<file path="src/rtl/ddr_arb_pkg.sv">
// -----------------------------------------------------------------------------
// ddr_arb_pkg
// Shared definitions for the DDR request arbiter: controller command codes,
// issue-FSM state encoding and command-word packing helpers.
// No ports.
// -----------------------------------------------------------------------------
package ddr_arb_pkg;

    localparam int CMD_W = 4;

    localparam logic [CMD_W-1:0] CMD_RD = 4'b0011;
    localparam logic [CMD_W-1:0] CMD_WR = 4'b0100;

    typedef enum logic [1:0] {
        S_INIT = 2'd0,
        S_IDLE = 2'd1,
        S_POP  = 2'd2,
        S_CMD  = 2'd3
    } issue_state_t;

    // Command word layout, MSB to LSB: {cmd, wdata, addr}
    function automatic int cmd_word_w(input int addr_w, input int data_w);
        return CMD_W + data_w + addr_w;
    endfunction

endpackage

</file>
<file path="src/rtl/sync_fifo.sv">
// -----------------------------------------------------------------------------
// sync_fifo
// Generic single-clock FIFO with registered read data (one-cycle read
// latency). DEPTH must be a power of two. A write while full is accepted
// when a read happens in the same cycle, since the read frees the slot.
//
// Ports:
//   i_clk      clock
//   i_rst      synchronous active-high reset (flushes contents, clears o_rd_data)
//   i_wr_en    push i_wr_data
//   i_wr_data  write data
//   i_rd_en    pop; head entry appears on o_rd_data after the next edge
//   o_rd_data  registered read data
//   o_full     no free entry
//   o_empty    no valid entry
// -----------------------------------------------------------------------------
module sync_fifo #(
    parameter int WIDTH = 8,
    parameter int DEPTH = 16
) (
    input  logic             i_clk,
    input  logic             i_rst,
    input  logic             i_wr_en,
    input  logic [WIDTH-1:0] i_wr_data,
    input  logic             i_rd_en,
    output logic [WIDTH-1:0] o_rd_data,
    output logic             o_full,
    output logic             o_empty
);

    localparam int AW = $clog2(DEPTH);

    logic [WIDTH-1:0] r_mem [DEPTH];
    logic [AW-1:0]    r_wptr;
    logic [AW-1:0]    r_rptr;
    logic [AW:0]      r_count;
    logic [WIDTH-1:0] r_rd_data;
    logic             w_do_wr;
    logic             w_do_rd;

    assign o_full    = (r_count == (AW+1)'(DEPTH));
    assign o_empty   = (r_count == '0);
    assign o_rd_data = r_rd_data;

    assign w_do_rd = i_rd_en && !o_empty;
    assign w_do_wr = i_wr_en && (!o_full || w_do_rd);

    always_ff @(posedge i_clk) begin
        if (w_do_wr) begin
            r_mem[r_wptr] <= i_wr_data;
        end
    end

    always_ff @(posedge i_clk) begin
        if (i_rst) begin
            r_wptr    <= '0;
            r_rptr    <= '0;
            r_count   <= '0;
            r_rd_data <= '0;
        end else begin
            if (w_do_wr) begin
                r_wptr <= r_wptr + 1'b1;
            end
            if (w_do_rd) begin
                r_rptr    <= r_rptr + 1'b1;
                r_rd_data <= r_mem[r_rptr];
            end
            case ({w_do_wr, w_do_rd})
                2'b10:   r_count <= r_count + 1'b1;
                2'b01:   r_count <= r_count - 1'b1;
                default: r_count <= r_count;
            endcase
        end
    end

endmodule

</file>
<file path="src/rtl/ddr_req_arbiter.sv">
// -----------------------------------------------------------------------------
// ddr_req_arbiter
// Arbitrates NUM_CH read/write requesters onto one DDR controller command
// port. Accepted requests are queued as {cmd, wdata, addr} in a command FIFO
// and issued by a small FSM; read grants also queue the channel index in a
// tag FIFO so read returns can be routed back in command order.
//
// Build option: define DDR_ARB_CH0_PRIO_EN to give channel 0 (camera write
// path) fixed priority, with round-robin among channels 1..NUM_CH-1.
// Default build is pure round-robin over all channels.
//
// Ports:
//   clk_133M, rst_133M   clock, synchronous active-high reset
//   init_done            controller ready; no grants until set
//   req/req_wr           per-channel request and direction (1=write)
//   req_addr/req_wdata   flattened per-channel address / write data
//   gnt                  one-hot, combinational, request accepted this cycle
//   cmd_busy             controller cannot take a command
//   cmd/cmd_valid/ddr_address/ddr_wr_data   command to the controller
//   ddr_data_valid/ddr_rd_data              read return from the controller
//   rd_data/rd_valid     routed read data, rd_valid one-hot by channel
//   ret_err              sticky: read return with no outstanding tag
//
// Issue FSM:
//   state  | meaning
//   S_INIT | waiting for init_done
//   S_IDLE | waiting for a queued command and cmd_busy=0
//   S_POP  | command FIFO read in progress
//   S_CMD  | cmd_valid pulse with the popped command
// -----------------------------------------------------------------------------
module ddr_req_arbiter
    import ddr_arb_pkg::*;
#(
    parameter int NUM_CH    = 4,
    parameter int ADDR_W    = 25,
    parameter int DATA_W    = 128,
    parameter int CMD_DEPTH = 16,
    parameter int TAG_DEPTH = 8
) (
    input  logic                     clk_133M,
    input  logic                     rst_133M,
    input  logic                     init_done,
    input  logic [NUM_CH-1:0]        req,
    input  logic [NUM_CH-1:0]        req_wr,
    input  logic [NUM_CH*ADDR_W-1:0] req_addr,
    input  logic [NUM_CH*DATA_W-1:0] req_wdata,
    output logic [NUM_CH-1:0]        gnt,
    input  logic                     cmd_busy,
    output logic [CMD_W-1:0]         cmd,
    output logic                     cmd_valid,
    output logic [ADDR_W-1:0]        ddr_address,
    output logic [DATA_W-1:0]        ddr_wr_data,
    input  logic                     ddr_data_valid,
    input  logic [DATA_W-1:0]        ddr_rd_data,
    output logic [DATA_W-1:0]        rd_data,
    output logic [NUM_CH-1:0]        rd_valid,
    output logic                     ret_err
);

    localparam int CMD_WORD_W = cmd_word_w(ADDR_W, DATA_W);
    localparam int TAG_W      = $clog2(NUM_CH);

    logic                  w_cmd_full;
    logic                  w_cmd_empty;
    logic                  w_cmd_pop;
    logic [CMD_WORD_W-1:0] w_cmd_din;
    logic [CMD_WORD_W-1:0] w_cmd_dout;
    logic                  w_tag_full;
    logic                  w_tag_empty;
    logic                  w_tag_push;
    logic [TAG_W-1:0]      w_tag_dout;
    logic                  w_tag_room;

    logic [NUM_CH-1:0]     w_elig;
    logic [NUM_CH-1:0]     w_gnt;
    logic [TAG_W-1:0]      w_gnt_idx;
    logic                  w_gnt_vld;
    logic [TAG_W-1:0]      w_nxt_ptr;
    logic [TAG_W-1:0]      r_rr_ptr;

    logic                  w_sel_wr;
    logic [ADDR_W-1:0]     w_sel_addr;
    logic [DATA_W-1:0]     w_sel_wdata;
    logic [DATA_W-1:0]     w_push_wdata;

    issue_state_t          r_state;
    issue_state_t          w_state_nxt;

    logic                  r_ret_pend;
    logic [DATA_W-1:0]     r_rd_data;
    logic                  r_ret_err;

    // A return in the same cycle pops a tag, so a full tag FIFO can still
    // take a new read tag then.
    assign w_tag_room = !w_tag_full || ddr_data_valid;

    always_comb begin
        w_elig = '0;
        for (int i = 0; i < NUM_CH; i++) begin
            w_elig[i] = req[i] && (req_wr[i] || w_tag_room);
        end
        if (rst_133M || !init_done || w_cmd_full) begin
            w_elig = '0;
        end
    end

    // Search order starts at r_rr_ptr and wraps; offset k selects channel i
    // when r_rr_ptr + k equals i modulo NUM_CH.
    always_comb begin
        w_gnt     = '0;
        w_gnt_idx = '0;
        w_gnt_vld = 1'b0;
`ifdef DDR_ARB_CH0_PRIO_EN
        if (w_elig[0]) begin
            w_gnt_vld = 1'b1;
            w_gnt_idx = '0;
            w_gnt[0]  = 1'b1;
        end
`endif
        for (int k = 0; k < NUM_CH; k++) begin
            for (int i = 0; i < NUM_CH; i++) begin
`ifdef DDR_ARB_CH0_PRIO_EN
                if (!w_gnt_vld && (i != 0) && w_elig[i] &&
                    ((int'(r_rr_ptr) + k == i) || (int'(r_rr_ptr) + k == i + NUM_CH))) begin
`else
                if (!w_gnt_vld && w_elig[i] &&
                    ((int'(r_rr_ptr) + k == i) || (int'(r_rr_ptr) + k == i + NUM_CH))) begin
`endif
                    w_gnt_vld = 1'b1;
                    w_gnt_idx = TAG_W'(i);
                    w_gnt[i]  = 1'b1;
                end
            end
        end
    end

    assign gnt       = w_gnt;
    assign w_nxt_ptr = (w_gnt_idx == TAG_W'(NUM_CH - 1)) ? '0 : w_gnt_idx + 1'b1;

    always_ff @(posedge clk_133M) begin
        if (rst_133M) begin
            r_rr_ptr <= '0;
        end else if (w_gnt_vld) begin
`ifdef DDR_ARB_CH0_PRIO_EN
            // ch0 sits outside the rotation; its grants leave the pointer alone
            if (w_gnt_idx != '0) begin
                r_rr_ptr <= w_nxt_ptr;
            end
`else
            r_rr_ptr <= w_nxt_ptr;
`endif
        end
    end

    always_comb begin
        w_sel_wr    = 1'b0;
        w_sel_addr  = '0;
        w_sel_wdata = '0;
        for (int i = 0; i < NUM_CH; i++) begin
            if (w_gnt[i]) begin
                w_sel_wr    = req_wr[i];
                w_sel_addr  = req_addr[i*ADDR_W +: ADDR_W];
                w_sel_wdata = req_wdata[i*DATA_W +: DATA_W];
            end
        end
        w_push_wdata = w_sel_wr ? w_sel_wdata : '0;
        w_cmd_din    = {(w_sel_wr ? CMD_WR : CMD_RD), w_push_wdata, w_sel_addr};
    end

    assign w_tag_push = w_gnt_vld && !w_sel_wr;

    sync_fifo #(
        .WIDTH (CMD_WORD_W),
        .DEPTH (CMD_DEPTH)
    ) u_cmd_fifo (
        .i_clk     (clk_133M),
        .i_rst     (rst_133M),
        .i_wr_en   (w_gnt_vld),
        .i_wr_data (w_cmd_din),
        .i_rd_en   (w_cmd_pop),
        .o_rd_data (w_cmd_dout),
        .o_full    (w_cmd_full),
        .o_empty   (w_cmd_empty)
    );

    sync_fifo #(
        .WIDTH (TAG_W),
        .DEPTH (TAG_DEPTH)
    ) u_tag_fifo (
        .i_clk     (clk_133M),
        .i_rst     (rst_133M),
        .i_wr_en   (w_tag_push),
        .i_wr_data (w_gnt_idx),
        .i_rd_en   (ddr_data_valid),
        .o_rd_data (w_tag_dout),
        .o_full    (w_tag_full),
        .o_empty   (w_tag_empty)
    );

    always_ff @(posedge clk_133M) begin
        if (rst_133M) begin
            r_state <= S_INIT;
        end else begin
            r_state <= w_state_nxt;
        end
    end

    always_comb begin
        w_state_nxt = r_state;
        w_cmd_pop   = 1'b0;
        case (r_state)
            S_INIT: begin
                if (init_done) begin
                    w_state_nxt = S_IDLE;
                end
            end
            S_IDLE: begin
                if (!w_cmd_empty && !cmd_busy) begin
                    w_state_nxt = S_POP;
                end
            end
            S_POP: begin
                w_cmd_pop   = 1'b1;
                w_state_nxt = S_CMD;
            end
            S_CMD: begin
                w_state_nxt = S_IDLE;
            end
            default: begin
                w_state_nxt = S_INIT;
            end
        endcase
    end

    // The FIFO read register only changes on a pop in S_POP, so the command
    // fields stay stable from one S_CMD to the next.
    assign cmd_valid   = (r_state == S_CMD);
    assign cmd         = w_cmd_dout[CMD_WORD_W-1 -: CMD_W];
    assign ddr_wr_data = w_cmd_dout[ADDR_W +: DATA_W];
    assign ddr_address = w_cmd_dout[ADDR_W-1:0];

    always_ff @(posedge clk_133M) begin
        if (rst_133M) begin
            r_ret_pend <= 1'b0;
            r_rd_data  <= '0;
            r_ret_err  <= 1'b0;
        end else begin
            r_ret_pend <= ddr_data_valid && !w_tag_empty;
            if (ddr_data_valid && !w_tag_empty) begin
                r_rd_data <= ddr_rd_data;
            end
            if (ddr_data_valid && w_tag_empty) begin
                r_ret_err <= 1'b1;
            end
        end
    end

    always_comb begin
        rd_valid = '0;
        for (int i = 0; i < NUM_CH; i++) begin
            rd_valid[i] = r_ret_pend && (w_tag_dout == TAG_W'(i));
        end
    end

    assign rd_data = r_rd_data;
    assign ret_err = r_ret_err;

endmodule

</file>
<file path="config.mk">
export PLATFORM = sky130hd
export DESIGN_NAME = ddr_req_arbiter
export DESIGN_NICKNAME = d
export VERILOG_FILES = /design/src/rtl/ddr_arb_pkg.sv /design/src/rtl/sync_fifo.sv /design/src/rtl/ddr_req_arbiter.sv
export SDC_FILE = /design/constraint.sdc
export NUM_CORES = 2
export LEC_CHECK = 0
export CORE_MARGIN = 2
export CORE_UTILIZATION = 30
export CTS_CLUSTER_SIZE = 24
export DETAILED_ROUTE_END_ITERATION = 10
export HOLD_SLACK_MARGIN = 0.12
export PLACE_DENSITY_LB_ADDON = 0.05
export SYNTH_ARGS = -nofsm -noshare
export SYNTH_HDL_FRONTEND = slang
export SYNTH_SLANG_ARGS = --single-unit
</file>
<file path="constraint.sdc">
create_clock -name clk_133M -period 14.38 [get_ports clk_133M]
set_input_delay 2.876 -clock clk_133M [delete_from_list [all_inputs] [get_ports clk_133M]]
set_output_delay 2.876 -clock clk_133M [all_outputs]
set_load 0.02 [all_outputs]
</file>
Word-level counts from Yosys, hierarchy flattened. Memory sizes are Yosys's and may differ from the RTL's. A register that Yosys moved wholly into a read port is not among the register bits. Cells that the tools add are included.

Register bits after elaboration: 314. RAM bits: 2512. Word-level logic and storage cells: 237. Memories: 2.

Memories: u_cmd_fifo.r_mem (words 16, bits a word 156, read ports 1, clocked after Yosys merged registers in 1, wr ports 1, RTL line sync_fifo.sv:33) `logic [WIDTH-1:0] r_mem [DEPTH];`; u_tag_fifo.r_mem (words 8, bits a word 2, read ports 1, clocked after Yosys merged registers in 1, wr ports 1, RTL line sync_fifo.sv:33).

Add/sub/neg operators: 12. Equal/unequal tests: 39. Muxes and demuxes: 72. Reductions and logical operators: 100.

Operators with widths (number): 128-bit two-way mux (5); 32-bit by 4-bit == test with 1-bit output (second input constant) (9); 32-bit by 3-bit == test with 1-bit output (second input constant) (6); 32-bit logical NOT (4); 25-bit two-way mux (4); 32-bit by 2-bit == test with 1-bit output (second input constant) (3); 1-bit logical AND (46); 1-bit two-way mux (41); 2-bit two-way mux (17); 1-bit logical NOT (22); 1-bit logical OR (21); 2-bit == test (second input constant) (9); 4-bit by 1-bit adder with 4-bit output (second input constant) (3); 2-bit by 1-bit == test with 1-bit output (second input constant) (5); 5-bit case mux with 2 select lines (1); 3-bit == test (second input constant) (3); 2-bit case mux with 4 select lines (1); 4-bit case mux with 2 select lines (1); 2-bit by 2-bit adder with 3-bit output (second input constant) (2); 3-bit by 1-bit adder with 3-bit output (second input constant) (2); 5-bit by 1-bit adder with 5-bit output (second input constant) (1); 5-bit == test (second input constant) (1); 5-bit logical NOT (1); 5-bit by 1-bit subtractor with 5-bit output (second input constant) (1); 11 further kinds (14).

Logic depth before layout (Yosys ltp).
Depth in word-level cells: 74. Depth in mapped cells: 17. Depth with buffers taken out: 14.

Hierarchy. A second synthesis with hierarchy kept.

Cell total of the unflattened synthesis: 5643. Area total of the unflattened synthesis: 110001.8 µm².

Modules (own cells, without submodules): sync_fifo (u_cmd_fifo) (times used 1, cells each 4314, area an instance 100249.9 µm², sequential area each 78835.6 µm²); ddr_req_arbiter (times used 1, cells each 1217, area an instance 8381.8 µm², sequential area each 2682.6 µm²); sync_fifo (u_tag_fifo) (times used 1, cells each 112, area an instance 1370.1 µm², sequential area each 720.7 µm²).

Least setup slack after synthesis. Ideal clock, no wire load.

Kind: input -> register. Start point: input rst_133M. End point: memory u_cmd_fifo.r_mem[3][0] (netlist name) (enable). Arrival: 14.449 ns. Required time: 13.520 ns. Setup slack: -0.929 ns. Stages on the path: 9. Buffers on the path: 3. Cells stage by stage: clkbuf_1 nor2b_1 o21ai_1 buf_2 nor2_1 or4_1 buf_2 nand2_1 nor3_1.

Word-level cells in the longest chain between the ends: 68.

RTL lines: from (decl) (RTL line ddr_req_arbiter.sv:41) `input logic rst_133M,`; 1-bit logical OR * (2 in a row) (RTL line ddr_req_arbiter.sv:102) `if (rst_133M || !init_done || w_cmd_full) begin`; 4-bit two-way mux * (RTL line ddr_req_arbiter.sv:102); 1-bit logical AND (RTL line ddr_req_arbiter.sv:126) `if (!w_gnt_vld && w_elig[i] &&`; 1-bit two-way mux (RTL line ddr_req_arbiter.sv:126); 1-bit logical NOT (RTL line ddr_req_arbiter.sv:126); 1-bit logical AND (2 in a row) (RTL line ddr_req_arbiter.sv:126); 1-bit two-way mux (RTL line ddr_req_arbiter.sv:126); 1-bit logical NOT (RTL line ddr_req_arbiter.sv:126); [... 48 more ...]; 1-bit logical AND (2 in a row) (RTL line ddr_req_arbiter.sv:126); 1-bit two-way mux (RTL line ddr_req_arbiter.sv:126); 1-bit logical NOT (RTL line ddr_req_arbiter.sv:126); 1-bit logical AND (2 in a row) (RTL line ddr_req_arbiter.sv:126); 1-bit two-way mux * (RTL line ddr_req_arbiter.sv:126); 1-bit logical AND * (RTL line sync_fifo.sv:46) `assign w_do_wr = i_wr_en && (!o_full || w_do_rd);`; 1-bit two-way mux * (RTL line sync_fifo.sv:49) `if (w_do_wr) begin`; 1-bit two-way mux (not written as such) * (RTL line sync_fifo.sv:50) `r_mem[r_wptr] <= i_wr_data;`; to (decl) (RTL line sync_fifo.sv:33).

Mark *: on every way between the ends. The rest lies on a longest branch, timed or not.

Final worst setup path.
Start point: input ddr_data_valid. End point: output gnt[1].

Word-level cells in the longest chain between the ends: 58.

RTL lines: from (decl) (RTL line ddr_req_arbiter.sv:53) `input logic ddr_data_valid,`; 1-bit logical OR * (RTL line ddr_req_arbiter.sv:95) `assign w_tag_room = !w_tag_full || ddr_data_valid;`; 1-bit logical OR (RTL line ddr_req_arbiter.sv:100) `w_elig[i] = req[i] && (req_wr[i] || w_tag_room);`; 1-bit logical AND (RTL line ddr_req_arbiter.sv:100); 4-bit two-way mux * (RTL line ddr_req_arbiter.sv:102); 1-bit logical AND (RTL line ddr_req_arbiter.sv:126); 1-bit two-way mux (RTL line ddr_req_arbiter.sv:126); 1-bit logical NOT (RTL line ddr_req_arbiter.sv:126); 1-bit logical AND (2 in a row) (RTL line ddr_req_arbiter.sv:126); [... 38 more ...]; 1-bit logical AND (2 in a row) (RTL line ddr_req_arbiter.sv:126); 1-bit two-way mux (RTL line ddr_req_arbiter.sv:126); 1-bit logical NOT (RTL line ddr_req_arbiter.sv:126); 1-bit logical AND (2 in a row) (RTL line ddr_req_arbiter.sv:126); 1-bit two-way mux (RTL line ddr_req_arbiter.sv:126); 1-bit logical NOT (RTL line ddr_req_arbiter.sv:126); 1-bit logical AND (2 in a row) (RTL line ddr_req_arbiter.sv:126); 1-bit two-way mux * (RTL line ddr_req_arbiter.sv:126); to (decl) (RTL line ddr_req_arbiter.sv:47) `output logic [NUM_CH-1:0] gnt,`.

Marked as above.

==> flow_metrics.env <==
export IMPL_cpPeakStageDelay_ns=0.79
export IMPL_numCtsBuffers=327
export IMPL_cp_max_fo=33
export IMPL_relSlewSlack_pct=5.34
export IMPL_synth_nets=6267
export IMPL_cts_sinks=2810
export IMPL_worstPathArrival_ns=6.34
export IMPL_dr_total_vias=59700
export IMPL_whs_ns=0.452
export IMPL_drv_slew=0
export IMPL_setup_viol=0
export IMPL_totalWireLength_mm=386
export IMPL_hold_class="flip-flop to flip-flop"
export IMPL_final_area_mm2=0.135
export IMPL_fin_crit_sh_pct=64.1
export IMPL_num_rows=221
export IMPL_max_cap_violations=0
export IMPL_synth_area_mm2=0.109
export IMPL_fmax_ghz=0.108
export IMPL_cp_required_ns=11.50
export IMPL_reg2reg_depth=10
export IMPL_whs_endpoint="rd_data[118]$_SDFFE_PP0P_"
export IMPL_grt_max_degree=134
export IMPL_postLayoutCoreUtil_pct=37.5
export IMPL_worst_setup_path_end_kind="output pin"
export IMPL_avgSynthCellArea_um2=19.8
export IMPL_place_congestion=0.823
export IMPL_core_area_mm2=0.361
export IMPL_syn_to_final_growth_pct=24.6
export IMPL_synth_ff_latch_count=2810
export IMPL_synth_cells=5495
export IMPL_fin_setup_tns_ns=0
export IMPL_drive_above_1_share_pct=21.9
export IMPL_drcViolationCount=0
export IMPL_status="finished, final reports clean"
export IMPL_layout_nets=7398
export IMPL_r2r_setup_slack_ns=8.17
export IMPL_max_vdd_ir_drop_mv=0.0810
export IMPL_start_util_pct=30.1
export IMPL_cts_path_max_buffers=4
export IMPL_startpoint_type="input pin"
export IMPL_grt_pass1_wl_mm=525
export IMPL_ys_warn_count=0
export IMPL_insertion_delay_ns=0.92
export IMPL_reg2reg_from="u_cmd_fifo.r_count[0]$_SDFFE_PP0P_"
export IMPL_synth_edf_count=2496
export IMPL_die_area_mm2=0.367
export IMPL_fin_cells=11700
export IMPL_grt_setup_unrepaired="false"
export IMPL_register_area_mm2=0.0813
export IMPL_multi_input_area_mm2=0.0260
export IMPL_io_pins=1048
export IMPL_antenna_found_initial=41
export IMPL_cts_setup_buffers=0
export IMPL_die_h_um=606
export IMPL_die_x_um=606
export IMPL_grt_overflow=0
export IMPL_finalWorstSetupSlack_ns=5.16
export IMPL_vias_per_cell=5.11
export IMPL_wl_per_cell_um=33.0
export IMPL_fillerInstances=33200
export IMPL_worst_pin_slew_ns=1.42
export IMPL_yosysUniqueCellTypes=62
export IMPL_power_mw=19.6
export IMPL_crit_top_cell="clkdlybuf4s50_1"
export IMPL_crit_chain="clkdlybuf4s50_1, o41ai_2, o311ai_1, a211oi_4, buf_4, clkdlybuf4s50_1"
export IMPL_cts_tree="built"
export IMPL_htreeDepth=5
export IMPL_cts_resized=0
export IMPL_skew_ns=0.0406
export IMPL_yosysSeqAreaShare_pct=74.7
export IMPL_hpwl_mm=225
export IMPL_leakage_nw=40.8
export IMPL_synth_ff_type="edfxtp_1"
export IMPL_drt_first_iter_violations=5688
export IMPL_numPlacedInstances=11100
export IMPL_post_place_ws_ns=5.19
export IMPL_r2r_end="u_cmd_fifo.r_mem[2][40]$_DFFE_PP_"
export IMPL_hold_buffers=0
export IMPL_async_reset_ff_share_pct=0
export IMPL_placed_cell_area_mm2=0.125
export IMPL_grt_pass1_vias=62000
export IMPL_crit_slowest_cell="o41ai_2"
export IMPL_ant_nets=0
export IMPL_crit_type="input pin to output pin"
export IMPL_cts_clk_slew_worst_paths_ns=0.05
export IMPL_first_pass_iters=8
export IMPL_grt_usage_pct=20.6
export IMPL_min_delay_start="rd_data[118]$_SDFFE_PP0P_"
export IMPL_clockRootBuffer="clkbuf_16"
export IMPL_period_needed_ns=9.22
export IMPL_p_per_area_mw_per_mm2=145
export IMPL_port_buffers=1046
export IMPL_whs_path_depth=2
export IMPL_timing_hold_violations_final=0
==> cell usage in the layout, fill, tap and decap left out, drive strengths merged, types with 3 or more instances in the layout <==
cell type	Yosys	final
mux2i	6	6
o21ai	7	7
buf	99	126
o41ai	4	4
nand3	3	3
inv	15	23
a222oi	111	111
xor2	12	12
xnor2	3	3
bufinv	0	23
a21oi	429	429
a22oi	86	86
a211oi	7	7
dfxtp	314	314
nor3b	3	3
or2	3	3
ha	18	18
nor2	49	49
clkdlybuf4s50	0	1045
diode	0	14
mux4	779	779
edfxtp	2496	2496
clkinvlp	0	6
nand2b	8	8
a21o	3	3
nor2b	3	3
nor3	13	13
clkbuf	270	453
nand2	722	722
clkinv	1	106
==> flip-flops by register name, summed over array words and instances, names as in the netlist <==
signal / flops
u_cmd_fifo.r_mem: 2480
ret_err: 1
u_tag_fifo.r_rptr: 3
r_ret_pend: 1
u_tag_fifo.r_mem: 16
u_cmd_fifo.r_wptr: 4
rd_data: 128
u_tag_fifo.r_wptr: 3
u_tag_fifo.r_count: 4
u_cmd_fifo.o_rd_data: 155
u_cmd_fifo.r_rptr: 4
r_state: 2
u_tag_fifo.o_rd_data: 2
r_rr_ptr: 2
u_cmd_fifo.r_count: 5
==> power by group <==
part	internal, mW	switching [mW]
Sequential	9.12	0.139
Clock	4.83	3.33
Combinational	0.912	1.25
==> critical path: cells and delay by family <==
kind | cells | cell delay, ns
buf+inv | 3 | 1.94
compound gates | 3 | 1.32
==> cell usage after synthesis (all sizes together) (4+ instances only) <==
| master | instances | area share, % |
|---|---|---|
| nand2 | 722 | 2.5 |
| nand2b | 8 | 0.046 |
| a21oi | 429 | 2.3 |
| inv | 15 | 0.052 |
| mux2i | 6 | 0.055 |
| clkbuf | 270 | 0.93 |
| ha | 18 | 0.21 |
| a211oi | 7 | 0.053 |
| mux4 | 779 | 16 |
| nor3 | 13 | 0.060 |
| xor2 | 12 | 0.097 |
| dfxtp | 314 | 5.8 |
| nor2 | 49 | 0.17 |
| a22oi | 86 | 0.59 |
| buf | 99 | 0.57 |
| o41ai | 4 | 0.070 |
| a222oi | 111 | 1.0 |
| o21ai | 7 | 0.032 |
| edfxtp | 2496 | 69 |
==> worst max-delay path by stage <==
stage                               from                               end  slack [ns]  cells past startpoint
after global placement    ddr_data_valid                            gnt[1]        5.25                      6
after floorplan                 rst_133M  u_cmd_fifo.r_mem[0][0]$_DFFE_PP_       -0.89                      9
after detailed placement  ddr_data_valid                            gnt[1]        5.19                      6
final                     ddr_data_valid                            gnt[1]        5.16                      6
after global routing      ddr_data_valid                            gnt[1]        5.05                      6
after CTS                 ddr_data_valid                            gnt[1]        5.19                      6
==> routing by layer <==
layer  GRT usage, %  part of all wire [%]  vias to the layer above
met5         0.0523                 0.034                        -
met4           5.00                   2.5                       20
met3           3.60                   5.4                      460
met2           35.0                    50                     1831
met1           27.3                    42                    32600
li1               -                     -                    24900
==> area by class of cell <==
cell class,count,area share [%]
clock buffer,453,6.72
tap,4794,4.43
multi-input combinational,2300,19.2
sequential,2810,60.0
inverter,16,0.0573
antenna,14,0.0259
clock inverter,142,0.993
timing repair buffer,1171,8.65
==> kinds of logic (layout without fill, tap and decap cells) <==
kind of cell | after synthesis | in the layout | share of synthesized area, %
flops | 2810 | 2810 | 74.7
other cells | 1 | 15 | 0.00345
fa+ha+maj | 19 | 19 | 0.226
mux | 786 | 786 | 16.2
xor+xnor | 15 | 15 | 0.121
simple gates | 818 | 818 | 2.93
compound gates | 661 | 661 | 4.23
buf+inv | 385 | 1782 | 1.55
(Power assumes the default switching activity.)
